File: src/rtl/softex_pkg.sv
// Shared types and constants for the softmax normalisation stage.
package softex_pkg;

  localparam int unsigned NUM_REGS_NORM_MUL = 32'd3;
  localparam int unsigned NORM_LEN_W        = 32'd16;

  typedef enum logic [2:0] {
    NORM_IDLE       = 3'd0,
    NORM_WAIT_RECIP = 3'd1,
    NORM_NORM       = 3'd2,
    NORM_DRAIN      = 3'd3,
    NORM_DONE       = 3'd4
  } norm_state_t;

  typedef struct packed {
    logic                  start;
    logic [NORM_LEN_W-1:0] length;
  } norm_ctrl_t;

  typedef struct packed {
    logic busy;
    logic done;
  } norm_flags_t;

  function automatic norm_flags_t norm_state_flags(input norm_state_t state);
    norm_flags_t flags;
    flags.busy = (state != NORM_IDLE);
    flags.done = (state == NORM_DONE);
    return flags;
  endfunction

endpackage

File: src/rtl/softex_norm_ctrl_if.sv
// Job control, reciprocal and score/result stream handshakes of the normalisation controller.
interface softex_norm_ctrl_if #(
  parameter int unsigned LEN_W = 32'd16,
  parameter int unsigned FPW   = 32'd16
);

  logic             start_i;
  logic [LEN_W-1:0] length_i;
  logic             recip_valid_i;
  logic [FPW-1:0]   recip_i;
  logic             in_valid_i;
  logic             in_ready_o;
  logic             pipe_en_o;
  logic [FPW-1:0]   scale_o;
  logic             out_valid_o;
  logic             out_ready_i;
  logic             out_last_o;
  logic             busy_o;
  logic             done_o;

  // The controller side.
  modport slave (
    input  start_i, length_i, recip_valid_i, recip_i, in_valid_i, out_ready_i,
    output in_ready_o, pipe_en_o, scale_o, out_valid_o, out_last_o, busy_o, done_o
  );

  // The environment driving jobs and consuming results.
  modport master (
    output start_i, length_i, recip_valid_i, recip_i, in_valid_i, out_ready_i,
    input  in_ready_o, pipe_en_o, scale_o, out_valid_o, out_last_o, busy_o, done_o
  );

endinterface

File: src/rtl/softex_norm_vld_pipe.sv
// Valid tracker mirroring the multiplier pipeline; the whole chain advances on pipe_en_o.
module softex_norm_vld_pipe #(
  parameter int unsigned MUL_REGS = 32'd3
) (
  input  logic clk_i,
  input  logic rst_ni,
  input  logic clear_i,
  input  logic in_fire_i,
  input  logic out_ready_i,
  output logic pipe_en_o,
  output logic out_valid_o
);

  logic [MUL_REGS-1:0] vld_r;
  logic [MUL_REGS-1:0] vld_shift_s;

  generate
    if (MUL_REGS == 32'd1) begin : g_single
      assign vld_shift_s = in_fire_i;
    end else begin : g_multi
      assign vld_shift_s = {vld_r[MUL_REGS-2:0], in_fire_i};
    end
  endgenerate

  // A full last stage with no taker freezes every stage, bubbles included.
  assign pipe_en_o   = ~vld_r[MUL_REGS-1] | out_ready_i;
  assign out_valid_o = vld_r[MUL_REGS-1];

  // Valid shift register, flushed by the soft clear.
  always_ff @(posedge clk_i or negedge rst_ni) begin
    if (!rst_ni) begin
      vld_r <= {MUL_REGS{1'b0}};
    end else if (clear_i) begin
      vld_r <= {MUL_REGS{1'b0}};
    end else if (pipe_en_o) begin
      vld_r <= vld_shift_s;
    end else begin
      vld_r <= vld_r;
    end
  end

endmodule

File: src/rtl/softex_norm_ctrl.sv
// Normalisation-stage controller: holds the softmax reciprocal and schedules
// score x reciprocal through the external fixed-latency multipliers.
module softex_norm_ctrl
  import softex_pkg::*;
#(
  parameter int unsigned MUL_REGS = NUM_REGS_NORM_MUL,
  parameter int unsigned LEN_W    = 32'd16,
  parameter int unsigned FPW      = 32'd16
) (
  input  logic               clk_i,
  input  logic               rst_ni,
  input  logic               clear_i,
  softex_norm_ctrl_if.slave  bus
);

  localparam logic [LEN_W-1:0] CNT_ZERO = {LEN_W{1'b0}};
  localparam logic [LEN_W-1:0] CNT_ONE  = {{(LEN_W-1){1'b0}}, 1'b1};

  norm_state_t      state_r;
  norm_state_t      state_s;
  norm_flags_t      flags_s;
  logic [LEN_W-1:0] len_r;
  logic [LEN_W-1:0] issue_cnt_r;
  logic [LEN_W-1:0] out_cnt_r;
  logic [FPW-1:0]   recip_r;
  logic             recip_loaded_r;

  logic pipe_en_s;
  logic out_valid_s;
  logic in_ready_s;
  logic in_fire_s;
  logic out_fire_s;
  logic issue_last_s;
  logic out_final_s;
  logic recip_cap_s;

  softex_norm_vld_pipe #(
    .MUL_REGS (MUL_REGS)
  ) u_vld_pipe (
    .clk_i       (clk_i),
    .rst_ni      (rst_ni),
    .clear_i     (clear_i),
    .in_fire_i   (in_fire_s),
    .out_ready_i (bus.out_ready_i),
    .pipe_en_o   (pipe_en_s),
    .out_valid_o (out_valid_s)
  );

  assign in_ready_s   = (state_r == NORM_NORM) & pipe_en_s & (issue_cnt_r != len_r);
  assign in_fire_s    = in_ready_s & bus.in_valid_i;
  assign out_fire_s   = out_valid_s & bus.out_ready_i;
  // Counters stay below len_r while they are compared, so +1 cannot wrap here.
  assign issue_last_s = ((issue_cnt_r + CNT_ONE) == len_r);
  assign out_final_s  = ((out_cnt_r + CNT_ONE) == len_r);

  // The scale is only replaced outside an active job so it stays stable per job.
  always_comb begin
    recip_cap_s = 1'b0;
    case (state_r)
      NORM_IDLE, NORM_WAIT_RECIP, NORM_DONE: recip_cap_s = bus.recip_valid_i;
      NORM_NORM, NORM_DRAIN:                 recip_cap_s = 1'b0;
      default:                               recip_cap_s = 1'b0;
    endcase
  end

  // Next-state logic.
  always_comb begin
    state_s = state_r;
    case (state_r)
      NORM_IDLE: begin
        if (bus.start_i) begin
          if (bus.length_i == CNT_ZERO) begin
            state_s = NORM_DONE;
          end else if (recip_loaded_r | bus.recip_valid_i) begin
            state_s = NORM_NORM;
          end else begin
            state_s = NORM_WAIT_RECIP;
          end
        end else begin
          state_s = NORM_IDLE;
        end
      end
      NORM_WAIT_RECIP: begin
        if (bus.recip_valid_i) begin
          state_s = NORM_NORM;
        end else begin
          state_s = NORM_WAIT_RECIP;
        end
      end
      NORM_NORM: begin
        if (in_fire_s & issue_last_s) begin
          state_s = NORM_DRAIN;
        end else begin
          state_s = NORM_NORM;
        end
      end
      NORM_DRAIN: begin
        if (out_fire_s & out_final_s) begin
          state_s = NORM_DONE;
        end else begin
          state_s = NORM_DRAIN;
        end
      end
      NORM_DONE: state_s = NORM_IDLE;
      default:   state_s = NORM_IDLE;
    endcase
  end

  // State register.
  always_ff @(posedge clk_i or negedge rst_ni) begin
    if (!rst_ni) begin
      state_r <= NORM_IDLE;
    end else if (clear_i) begin
      state_r <= NORM_IDLE;
    end else begin
      state_r <= state_s;
    end
  end

  // Job length, latched on an accepted start.
  always_ff @(posedge clk_i or negedge rst_ni) begin
    if (!rst_ni) begin
      len_r <= CNT_ZERO;
    end else if (clear_i) begin
      len_r <= CNT_ZERO;
    end else if ((state_r == NORM_IDLE) && bus.start_i) begin
      len_r <= bus.length_i;
    end else begin
      len_r <= len_r;
    end
  end

  // Issue and output counters, reset at the end of every job.
  always_ff @(posedge clk_i or negedge rst_ni) begin
    if (!rst_ni) begin
      issue_cnt_r <= CNT_ZERO;
      out_cnt_r   <= CNT_ZERO;
    end else if (clear_i || (state_r == NORM_DONE)) begin
      issue_cnt_r <= CNT_ZERO;
      out_cnt_r   <= CNT_ZERO;
    end else begin
      issue_cnt_r <= in_fire_s  ? (issue_cnt_r + CNT_ONE) : issue_cnt_r;
      out_cnt_r   <= out_fire_s ? (out_cnt_r + CNT_ONE)   : out_cnt_r;
    end
  end

  // Reciprocal holding register; a capture in DONE re-arms it for the next job.
  always_ff @(posedge clk_i or negedge rst_ni) begin
    if (!rst_ni) begin
      recip_r        <= {FPW{1'b0}};
      recip_loaded_r <= 1'b0;
    end else if (clear_i) begin
      recip_r        <= recip_r;
      recip_loaded_r <= 1'b0;
    end else if (recip_cap_s) begin
      recip_r        <= bus.recip_i;
      recip_loaded_r <= 1'b1;
    end else if (state_r == NORM_DONE) begin
      recip_r        <= recip_r;
      recip_loaded_r <= 1'b0;
    end else begin
      recip_r        <= recip_r;
      recip_loaded_r <= recip_loaded_r;
    end
  end

  assign flags_s = norm_state_flags(state_r);

  assign bus.in_ready_o  = in_ready_s;
  assign bus.pipe_en_o   = pipe_en_s;
  assign bus.scale_o     = recip_r;
  assign bus.out_valid_o = out_valid_s;
  assign bus.out_last_o  = out_valid_s & (out_cnt_r == (len_r - CNT_ONE));
  assign bus.busy_o      = flags_s.busy;
  assign bus.done_o      = flags_s.done;

endmodule

File: src/flat_wrapper.sv
// flat-port wrapper written by rule: the top's interface ports become plain ports
module softex_norm_ctrl_flat import softex_pkg::*;
#(
  parameter int unsigned MUL_REGS = NUM_REGS_NORM_MUL,
  parameter int unsigned LEN_W    = 32'd16,
  parameter int unsigned FPW      = 32'd16
)
  (clk_i, rst_ni, clear_i, bus_start_i, bus_length_i, bus_recip_valid_i, bus_recip_i, bus_in_valid_i, bus_out_ready_i, bus_in_ready_o, bus_pipe_en_o, bus_scale_o, bus_out_valid_o, bus_out_last_o, bus_busy_o, bus_done_o);
  softex_norm_ctrl_if #(.LEN_W(LEN_W), .FPW(FPW)) bus_i ();
  input  logic clk_i;
  input  logic rst_ni;
  input  logic clear_i;
  input wire logic [$bits(bus_i.start_i)-1:0] bus_start_i;
  input wire logic [$bits(bus_i.length_i)-1:0] bus_length_i;
  input wire logic [$bits(bus_i.recip_valid_i)-1:0] bus_recip_valid_i;
  input wire logic [$bits(bus_i.recip_i)-1:0] bus_recip_i;
  input wire logic [$bits(bus_i.in_valid_i)-1:0] bus_in_valid_i;
  input wire logic [$bits(bus_i.out_ready_i)-1:0] bus_out_ready_i;
  output wire logic [$bits(bus_i.in_ready_o)-1:0] bus_in_ready_o;
  output wire logic [$bits(bus_i.pipe_en_o)-1:0] bus_pipe_en_o;
  output wire logic [$bits(bus_i.scale_o)-1:0] bus_scale_o;
  output wire logic [$bits(bus_i.out_valid_o)-1:0] bus_out_valid_o;
  output wire logic [$bits(bus_i.out_last_o)-1:0] bus_out_last_o;
  output wire logic [$bits(bus_i.busy_o)-1:0] bus_busy_o;
  output wire logic [$bits(bus_i.done_o)-1:0] bus_done_o;
  assign bus_i.start_i = bus_start_i;
  assign bus_i.length_i = bus_length_i;
  assign bus_i.recip_valid_i = bus_recip_valid_i;
  assign bus_i.recip_i = bus_recip_i;
  assign bus_i.in_valid_i = bus_in_valid_i;
  assign bus_i.out_ready_i = bus_out_ready_i;
  assign bus_in_ready_o = bus_i.in_ready_o;
  assign bus_pipe_en_o = bus_i.pipe_en_o;
  assign bus_scale_o = bus_i.scale_o;
  assign bus_out_valid_o = bus_i.out_valid_o;
  assign bus_out_last_o = bus_i.out_last_o;
  assign bus_busy_o = bus_i.busy_o;
  assign bus_done_o = bus_i.done_o;
  softex_norm_ctrl #(.MUL_REGS(MUL_REGS), .LEN_W(LEN_W), .FPW(FPW)) u_core (.clk_i(clk_i), .rst_ni(rst_ni), .clear_i(clear_i), .bus(bus_i));
endmodule
File: config.mk
export PLATFORM = sky130hd
export DESIGN_NAME = softex_norm_ctrl_flat
export DESIGN_NICKNAME = d
export VERILOG_FILES = /design/src/rtl/softex_pkg.sv /design/src/rtl/softex_norm_ctrl_if.sv /design/src/rtl/softex_norm_vld_pipe.sv /design/src/rtl/softex_norm_ctrl.sv /design/src/flat_wrapper.sv
export SDC_FILE = /design/constraint.sdc
export NUM_CORES = 1
export LEC_CHECK = 0
export ABC_CLOCK_PERIOD_IN_PS = 4900
export CORE_MARGIN = 1
export CORE_UTILIZATION = 55
export DETAILED_ROUTE_END_ITERATION = 6
export PLACE_DENSITY = 0.78
export REMOVE_ABC_BUFFERS = 1
export SYNTH_ARGS = -nofsm -noshare
export SYNTH_HDL_FRONTEND = slang
export SYNTH_SLANG_ARGS = --single-unit
File: constraint.sdc
create_clock -name clk_i -period 4.9 [get_ports clk_i]
set_input_delay 0.98 -clock clk_i [delete_from_list [all_inputs] [get_ports clk_i]]
set_output_delay 0.98 -clock clk_i [all_outputs]
set_load 0.02 [all_outputs]
---- Word-level counts from Yosys, hierarchy flattened ----
Index checks and enable logic that the tools add are counted.
W data, S select, Z words.
storage, ports and cells
  output and inout bits ................... 22
  register bits after elaboration ......... 71
  word-level logic and storage cells ...... 61
operators by class
  mux-type cells .......................... 20
  bitwise gates (word level) .............. 11
  $add $sub $neg .......................... 3
  eq/ne operators ......................... 8
  reduce and logical (&&, ||, !) cells .... 12
operators by type and width
  cell                     count
  $mux W16                 6
  $eq A16 B16 Y1           3
  $add A16 B1 Y16 const B  2
  $mux W3                  6
  $logic_not A16 Y1        1
  $ne A16 B16 Y1           1
  $sub A16 B1 Y16 const B  1
  $pmux W3 S4              1
  $reduce_bool A2 Y1       4
  $and A1 B1 Y1            7
  $eq A3 B2 Y1 const B     2
  $reduce_bool A3 Y1       2
  $mux W1                  5
  $mux W2                  2
  $eq A3 B1 Y1 const B     1
  $eq A3 B3 Y1 const B     1
  $logic_not A3 Y1         1
  $reduce_or A3 Y1         1
  $not A1 Y1               2
  $or A1 B1 Y1             2
  $reduce_and A2 Y1        1
  $logic_and A1 B1 Y1      1
  $logic_or A1 B1 Y1       1

---- Longest topological paths before layout ----
Gate-level depths: netlist (run 1).
  word-level depth ........................ 9
  gate-level depth with buffers ........... 10

---- By module ----
Synthesis (run 1) repeated with hierarchy kept, for this count alone.
second synthesis, totals
  cell total of the unflattened synthesis .. 535
  area total of the unflattened synthesis .. 4699.5 um2
by module, submodules not included
  module                cells each  sequential area each (um2)  area each (um2)  times used
  softex_norm_ctrl      523         1701.6                      4555.6           1
  softex_norm_vld_pipe  12          75.1                        143.9            1

---- Worst setup path before layout (run 1) ----
Ideal clock, no wire load.
  kind .................................... flip-flop to output port
  from .................................... reg u_core.len_r[4]
  to ...................................... out bus_out_last_o
  stages on the path, launching flop included .. 8
  setup slack ............................. 1.598 ns
  data arrival time ....................... 2.322 ns
  path through ............................ dfrtp_1 -> or4_4 -> nor4_4 -> nand2_4 -> xor2_1 -> nor2_1 -> a311o_1 -> a221oi_2
on the way
  longest elaborated chain between the ends .. 3
RTL lines
  what                    line                     RTL
  from (decl)             softex_norm_ctrl.sv:22   logic [LEN_W-1:0] len_r;
  from (signal assigned)  softex_norm_ctrl.sv:127  len_r <= bus.length_i;
  from (signal assigned)  softex_norm_ctrl.sv:129  len_r <= len_r;
  $sub A16 B1 Y16         softex_norm_ctrl.sv:173  assign bus.out_last_o = out_valid_s & (out_cnt_r == (len_r - CNT_ONE));
  $eq A16 B16 Y1          softex_norm_ctrl.sv:173
  $and A1 B1 Y1           softex_norm_ctrl.sv:173
  to (decl)               flat_wrapper.sv:23       output wire logic [$bits(bus_i.out_last_o)-1:0] bus_out_last_o;
Every way passes these cells.

---- Worst setup path in the final report (run 1) ----
  from .................................... reg u_core.len_r[2]
  to ...................................... out bus_out_last_o
Same word-level chain as after synthesis.

==> results of run 1 <==
## layout make-up
| cell class | count | area share [%] |
|---|---|---|
| Multi-Input combinational cell | 432 | 50.1 |
| Sequential cell | 71 | 32.0 |
| Clock buffer | 13 | 2.68 |
| Timing Repair Buffer | 62 | 11.0 |
| Tap cell | 105 | 2.36 |
| Inverter | 16 | 1.10 |
| Clock inverter | 3 | 0.765 |
## cells by family (layout without fill, tap and decap cells)
kind of cell / count (synthesis) / count (layout) / share of synthesized area, %
buf+inv: 56 / 94 / 5.42
compound gates: 69 / 69 / 9.60
mux: 22 / 22 / 5.06
simple gates: 256 / 256 / 27.4
flops: 71 / 71 / 36.8
xor+xnor: 82 / 82 / 14.9
fa+ha+maj: 3 / 3 / 0.778
## power groups by stage
stage | Combinational (uW) | Sequential [uW] | Clock, uW
floorplan | 219 | 720 | 0
global placement | 410 | 689 | 0
detailed placement | 419 | 693 | 0
CTS | 422 | 683 | 479
global route | 458 | 689 | 500
finish | 422 | 682 | 471
## per-layer routing
metal / routed length (um) / part of all wire, % / up-vias
met2: 5400 / 46 / 196
li1: - / - / 1997
met3: 947 / 8.1 / 26
met4: 185 / 1.6 / 0
met1: 5170 / 44 / 2018
met5: 0 / 0 / -
## metrics by stage
step | cell area [um^2] | std cells | power (uW)
floorplan | 4620 | 519 | 939
global placement | 5370 | 686 | 1100
detailed placement | 5370 | 686 | 1110
CTS | 5560 | 702 | 1580
global route | 5560 | 702 | 1650
finish | 5560 | 702 | 1570
## cells in the final DEF (no fill, tap or decap), types with 4 or more instances in the layout
master,netlist,final
dfrtp_1,71,71
nor4_1,18,18
xor2_1,27,27
xnor2_1,55,55
clkdlybuf4s50_1,0,59
mux2_2,18,18
nor2_1,66,66
and2_1,4,4
nand3_1,18,18
o21ai_0,10,10
nand4b_1,8,8
nand2_1,70,70
and4_1,5,5
a21oi_1,26,26
clkbuf_8,0,10
nor3_1,18,18
nand4_1,10,10
inv_1,15,15
o22ai_1,4,4
o211ai_1,4,4
or3_1,10,10
## critical path, cell delays in order (launching register included)
cell,delay [ns]
dfrtp_1,0.53
or4_4,0.65
nor4_4,0.40
nand2_4,0.11
xor2_1,0.18
nor2_1,0.07
a311o_1,0.34
a221oi_2,0.23
clkdlybuf4s50_1,0.66
## path summary, 6_finish.rpt
check                                 startpoint                    end  depth (start not counted)
setup / recovery                 u_core.len_r[2]         bus_out_last_o                          8
hold / removal             u_core.bus.scale_o[6]  u_core.bus.scale_o[6]                          1
setup reg to reg             u_core.out_cnt_r[0]      u_core.state_r[0]                          8
hold reg to reg            u_core.bus.scale_o[6]  u_core.bus.scale_o[6]                          1
max in group asynchronous                 rst_ni   u_core.out_cnt_r[10]                          2
min in group asynchronous                 rst_ni  u_core.bus.scale_o[8]                          1
## sequential cells by signal, summed over array words and instances (netlist names)
name,count
u_core.u_vld_pipe.vld_r,3
u_core.state_r,3
u_core.len_r,16
u_core.recip_loaded_r,1
u_core.bus.scale_o,16
u_core.out_cnt_r,16
u_core.issue_cnt_r,16
==> results.sh, run 1 <==
export IMPL_crit_fanout=11
export IMPL_avgSynthCellArea_um2=8.63
export IMPL_routabilityCongestion=0.917
export IMPL_cts_root_buffer="clkbuf_8"
export IMPL_finalHoldViolCount=0
export IMPL_ys_top_cells_by_area="dfrtp_1 37%, xnor2_1 10%, nand2_1 5.4%, nor2_1 5.1%, xor2_1 4.9%"
export IMPL_synthTopCellsByCount="71 x dfrtp_1, 70 x nand2_1, 66 x nor2_1"
export IMPL_status="finished, final reports clean"
export IMPL_p_switching_uw=488
export IMPL_rsz0062_at_grt="false"
export IMPL_cts_setup_buffers=0
export IMPL_wire_per_inst_um=16.7
export IMPL_final_nets=634
export IMPL_multi_input_area_um2=2790
export IMPL_floorplan_core_area_um2=8340
export IMPL_die_area_um2=9150
export IMPL_worstSkewPairLatency_ns=0.34
export IMPL_hp_class="reg -> reg"
export IMPL_drive_gt1_share_pct=7.87
export IMPL_finalClockSkew_ns=0.00845
export IMPL_cp_arrival_ns=3.51
export IMPL_cts_max_level=3
export IMPL_pre_cts_ws_ns=0.796
export IMPL_setup_viol=0
export IMPL_fp_row_count=33
export IMPL_first_global_vias=4178
export IMPL_setup_tns_ns=0
export IMPL_die_y_um=95.7
export IMPL_cts_max_path_buffers=2
export IMPL_yosysWarnings=0
export IMPL_synth_edf_count=0
export IMPL_fill_cells=687
export IMPL_synthArstFlopShare_pct=100
export IMPL_post_synth_top_count_cell="dfrtp_1"
export IMPL_path_class="reg -> out"
export IMPL_p_per_area_nw_per_um2=283
export IMPL_cts_buffers=9
export IMPL_gr_total_overflow=0
export IMPL_seq_area_um2=1780
export IMPL_ff2ff_setup_slack_ns=2.08
export IMPL_dpl_hpwl_mm=8.62
export IMPL_area_growth_pct=15.2
export IMPL_p_leak_uw=0.00214
export IMPL_vias_per_cell=6.04
export IMPL_p_sw_share_pct=31.0
export IMPL_ys_ff_latch=71
export IMPL_maxCapViolations=0
export IMPL_wl_mm=11.7
export IMPL_critPathLaunchType="flip-flop"
export IMPL_drt_iter0_drc=308
export IMPL_dr_pass1_iters=5
export IMPL_synth_top_area_cell="dfrtp_1"
export IMPL_syn_cell_area_um2=4820
export IMPL_io_buffers=60
export IMPL_min_period_over_period_pct=91.6
export IMPL_grt_pass1_wl_mm=19.7
export IMPL_min_period_ns=4.49
export IMPL_start_util_pct=57.8
export IMPL_chipWidth_um=95.7
export IMPL_grt_usage_pct=27.7
export IMPL_setup_slack_ns=0.413
export IMPL_ios=61
export IMPL_yosysSeqAreaShare_pct=36.8
export IMPL_endpoint_kind="primary output"
export IMPL_pwr_share_comb_pct=26.8
export IMPL_postRouteAntennaNets=0
export IMPL_synth_top_area_share_pct=36.8
export IMPL_cts_resized=0
export IMPL_holdBufCountCts=0
export IMPL_p_clk_share_pct=29.9
export IMPL_grt_busiest_layer="met2"
export IMPL_p_int_uw=1090
export IMPL_finalMaxSlewViolations=0
export IMPL_synthFlopType="dfrtp_1"
export IMPL_fin_util_pct=66.6
export IMPL_relSlewSlack_pct=32.9
export IMPL_synthCells=559
export IMPL_tightest_slew_ns=1.01
export IMPL_vdd_drop_max_mv=0.205
export IMPL_vias=4237
export IMPL_grt_max_degree=46
export IMPL_clk_pin_slew_worst_paths_ns=0.07
export IMPL_drcViolationCount=0
export IMPL_met2_usage_pct=45.2
export IMPL_insertedDiodeCount=0
export IMPL_synth_cell_types=60
export IMPL_whs_ns=0.506
export IMPL_pwr_share_seq_pct=43.3
export IMPL_globalRouteMet1Util_pct=36.8
export IMPL_cts_tree="yes"
export IMPL_fmax_mhz=223
export IMPL_antenna_found_initial=0
export IMPL_numClockSinks=71
export IMPL_use_met3_pct=5.90
export IMPL_crit_required_ns=3.92
(Power assumes the default switching activity.)
==> run 2, diff against run 1 <==
--- a/config.mk
+++ b/config.mk
@@ -6,11 +6,14 @@
 export NUM_CORES = 1
 export LEC_CHECK = 0
 export ABC_CLOCK_PERIOD_IN_PS = 4900
+export CAP_MARGIN = 30
 export CORE_MARGIN = 1
 export CORE_UTILIZATION = 55
+export CTS_CLUSTER_DIAMETER = 60
 export DETAILED_ROUTE_END_ITERATION = 6
 export PLACE_DENSITY = 0.78
 export REMOVE_ABC_BUFFERS = 1
+export SLEW_MARGIN = 25
 export SYNTH_ARGS = -nofsm -noshare
 export SYNTH_HDL_FRONTEND = slang
 export SYNTH_SLANG_ARGS = --single-unit
==> run 2 against run 1 <==
  * Flip-flop and latch count is the same
  * Via count grew 0.71%
  * Final cell count grew 0.14%
  * Clock skew grew 0.0045 ns
  * Total power grew 1.2%
  * Wire length grew 0.59%
  * Core utilization grew 0.31 points
  * Combinational power is essentially flat
  * Clock power grew 4%
  * Clock-buffer cell count shrank 3
  * Global-route usage grew 0.42 points
  * First-iteration DRC count shrank 27%
  * Largest cell class unchanged
  * Highest routed layer unchanged
==> results.sh, run 2 (same netlist as run 1, synthesis figures left out) <==
export IMPL_status="finished, final reports clean"
export IMPL_placed_area_um2=5390
export IMPL_holdBufCountCts=0
export IMPL_endpoint_kind="primary output"
export IMPL_clk_pin_slew_worst_paths_ns=0.08
export IMPL_min_delay_start="u_core.bus.scale_o[6]"
export IMPL_ff2ff_setup_slack_ns=2.05
export IMPL_worstReg2RegStart="u_core.out_cnt_r[0]"
export IMPL_most_common_layout_cells="71 x dfrtp_1, 70 x nand2_1, 66 x nor2_1"
export IMPL_hp_class="reg -> reg"
export IMPL_setup_viol=0
export IMPL_numClockSinks=71
export IMPL_chipWidth_um=95.7
export IMPL_p_leak_uw=0.00214
export IMPL_critPathLaunchType="flip-flop"
export IMPL_antenna_found_initial=0
export IMPL_wire_per_inst_um=16.8
export IMPL_fmax_mhz=224
export IMPL_relSlewSlack_pct=49.9
export IMPL_top_layer_used="met4"
export IMPL_cts_setup_buffers=0
export IMPL_die_y_um=95.7
export IMPL_crit_fanout=11
export IMPL_drcViolationCount=0
export IMPL_dr_pass1_iters=6
export IMPL_dpl_hpwl_mm=8.68
export IMPL_crit_required_ns=3.92
export IMPL_p_per_area_nw_per_um2=285
export IMPL_r2r_end="u_core.state_r[0]"
export IMPL_cts_root_buffer="clkbuf_8"
export IMPL_min_period_over_period_pct=91.3
export IMPL_min_period_ns=4.47
export IMPL_cts_max_level=3
export IMPL_postRouteAntennaNets=0
export IMPL_gr_total_overflow=0
export IMPL_finalMaxSlewViolations=0
export IMPL_tightest_slew_ns=0.749
export IMPL_ios=61
export IMPL_route_met3_wl_um=910
export IMPL_grt_max_degree=34
export IMPL_first_global_vias=4153
export IMPL_fp_row_count=33
export IMPL_maxCapViolations=0
export IMPL_rsz0062_at_grt="false"
export IMPL_setup_tns_ns=0
export IMPL_vias=4267
export IMPL_cts_buffers=9
export IMPL_grt_pass1_wl_mm=19.8
export IMPL_grt_usage_pct=28.1
export IMPL_io_buffers=60
export IMPL_cts_resized=0
export IMPL_drt_iter0_drc=225
export IMPL_ff2ff_path_depth=8
export IMPL_vias_per_cell=6.07
export IMPL_drive_gt1_share_pct=8.36
export IMPL_area_growth_pct=15.7
export IMPL_insertedDiodeCount=0
export IMPL_routabilityCongestion=0.917
export IMPL_start_util_pct=57.8
export IMPL_cp_arrival_ns=3.49
export IMPL_floorplan_core_area_um2=8340
export IMPL_finalHoldViolCount=0
export IMPL_cts_tree="yes"
export IMPL_min_path_cells=1
export IMPL_finalClockSkew_ns=0.0129
export IMPL_cts_max_path_buffers=2
export IMPL_final_nets=635
export IMPL_hold_path_end="u_core.bus.scale_o[6]"
export IMPL_wl_mm=11.8
export IMPL_met1Wirelength_mm=5.24
export IMPL_met2_wirelength_mm=5.45
export IMPL_vdd_drop_max_mv=0.240
export IMPL_fill_cells=677
export IMPL_path_class="reg -> out"
export IMPL_worstSkewPairLatency_ns=0.36
export IMPL_final_cell_area_um2=5580
export IMPL_die_area_um2=9150
export IMPL_final_common_cell="dfrtp_1"
==> run 2: worst max-delay path by stage <==
stage / endpoint / slack [ns] / cells after the start / start
6_report: bus_out_last_o / 0.43 / 8 / u_core.len_r[2]
2_1_floorplan: bus_out_last_o / 1.46 / 7 / u_core.len_r[2]
4_1_cts: bus_out_last_o / 0.42 / 8 / u_core.len_r[2]
3_5_place_dp: bus_out_last_o / 0.81 / 8 / u_core.len_r[2]
3_3_place_gp: bus_out_last_o / 0.88 / 8 / u_core.len_r[2]
5_1_grt: bus_out_last_o / 0.24 / 8 / u_core.len_r[2]
==> run 2: metal layers <==
layer / GRT usage, % / vias up
met3: 7.26 / 19
met5: 0 / -
met1: 36.8 / 2068
met2: 46.3 / 186
met4: 7.21 / 0
li1: - / 1994
==> run 2: final cells by class <==
class,count,area (um^2),area share [%]
flip-flops and latches,71,1780,31.8
multi-input cells,432,2790,49.9
well taps,105,131,2.35
inverters,16,61.3,1.10
clock inverters,6,70.1,1.25
repair buffers,63,631,11.3
clock buffers,10,128,2.29
==> run 2: power by group <==
group	total, uW	internal (uW)	switching (uW)
logic	423	209	215
clock network	488	238	250
registers	682	630	51.7
total	1590	1080	516
==> run 2: through the flow <==
stage | power [uW] | setup WS, ns | utilization [%] | hold WS (ns) | instances
6_report | 1590 | 0.426 | 67.0 | 0.508 | 703
5_1_grt | 1670 | 0.244 | 67.0 | 0.532 | 703
4_1_cts | 1600 | 0.424 | 67.0 | 0.514 | 703
3_5_place_dp | 1110 | 0.815 | 64.6 | 0.497 | 687
3_3_place_gp | 1100 | 0.880 | 64.3 | 0.488 | 686
2_1_floorplan | 939 | 1.46 | - | 0.466 | 519
==> run 2: critical path, stage by stage (launching register included) <==
cell and delay [ns]:
dfrtp_1 0.53, or4_4 0.64, nor4_4 0.40, nand2_4 0.10, xor2_1 0.15, nor2_1 0.07
a311o_1 0.35, a221oi_2 0.23, clkdlybuf4s50_1 0.66
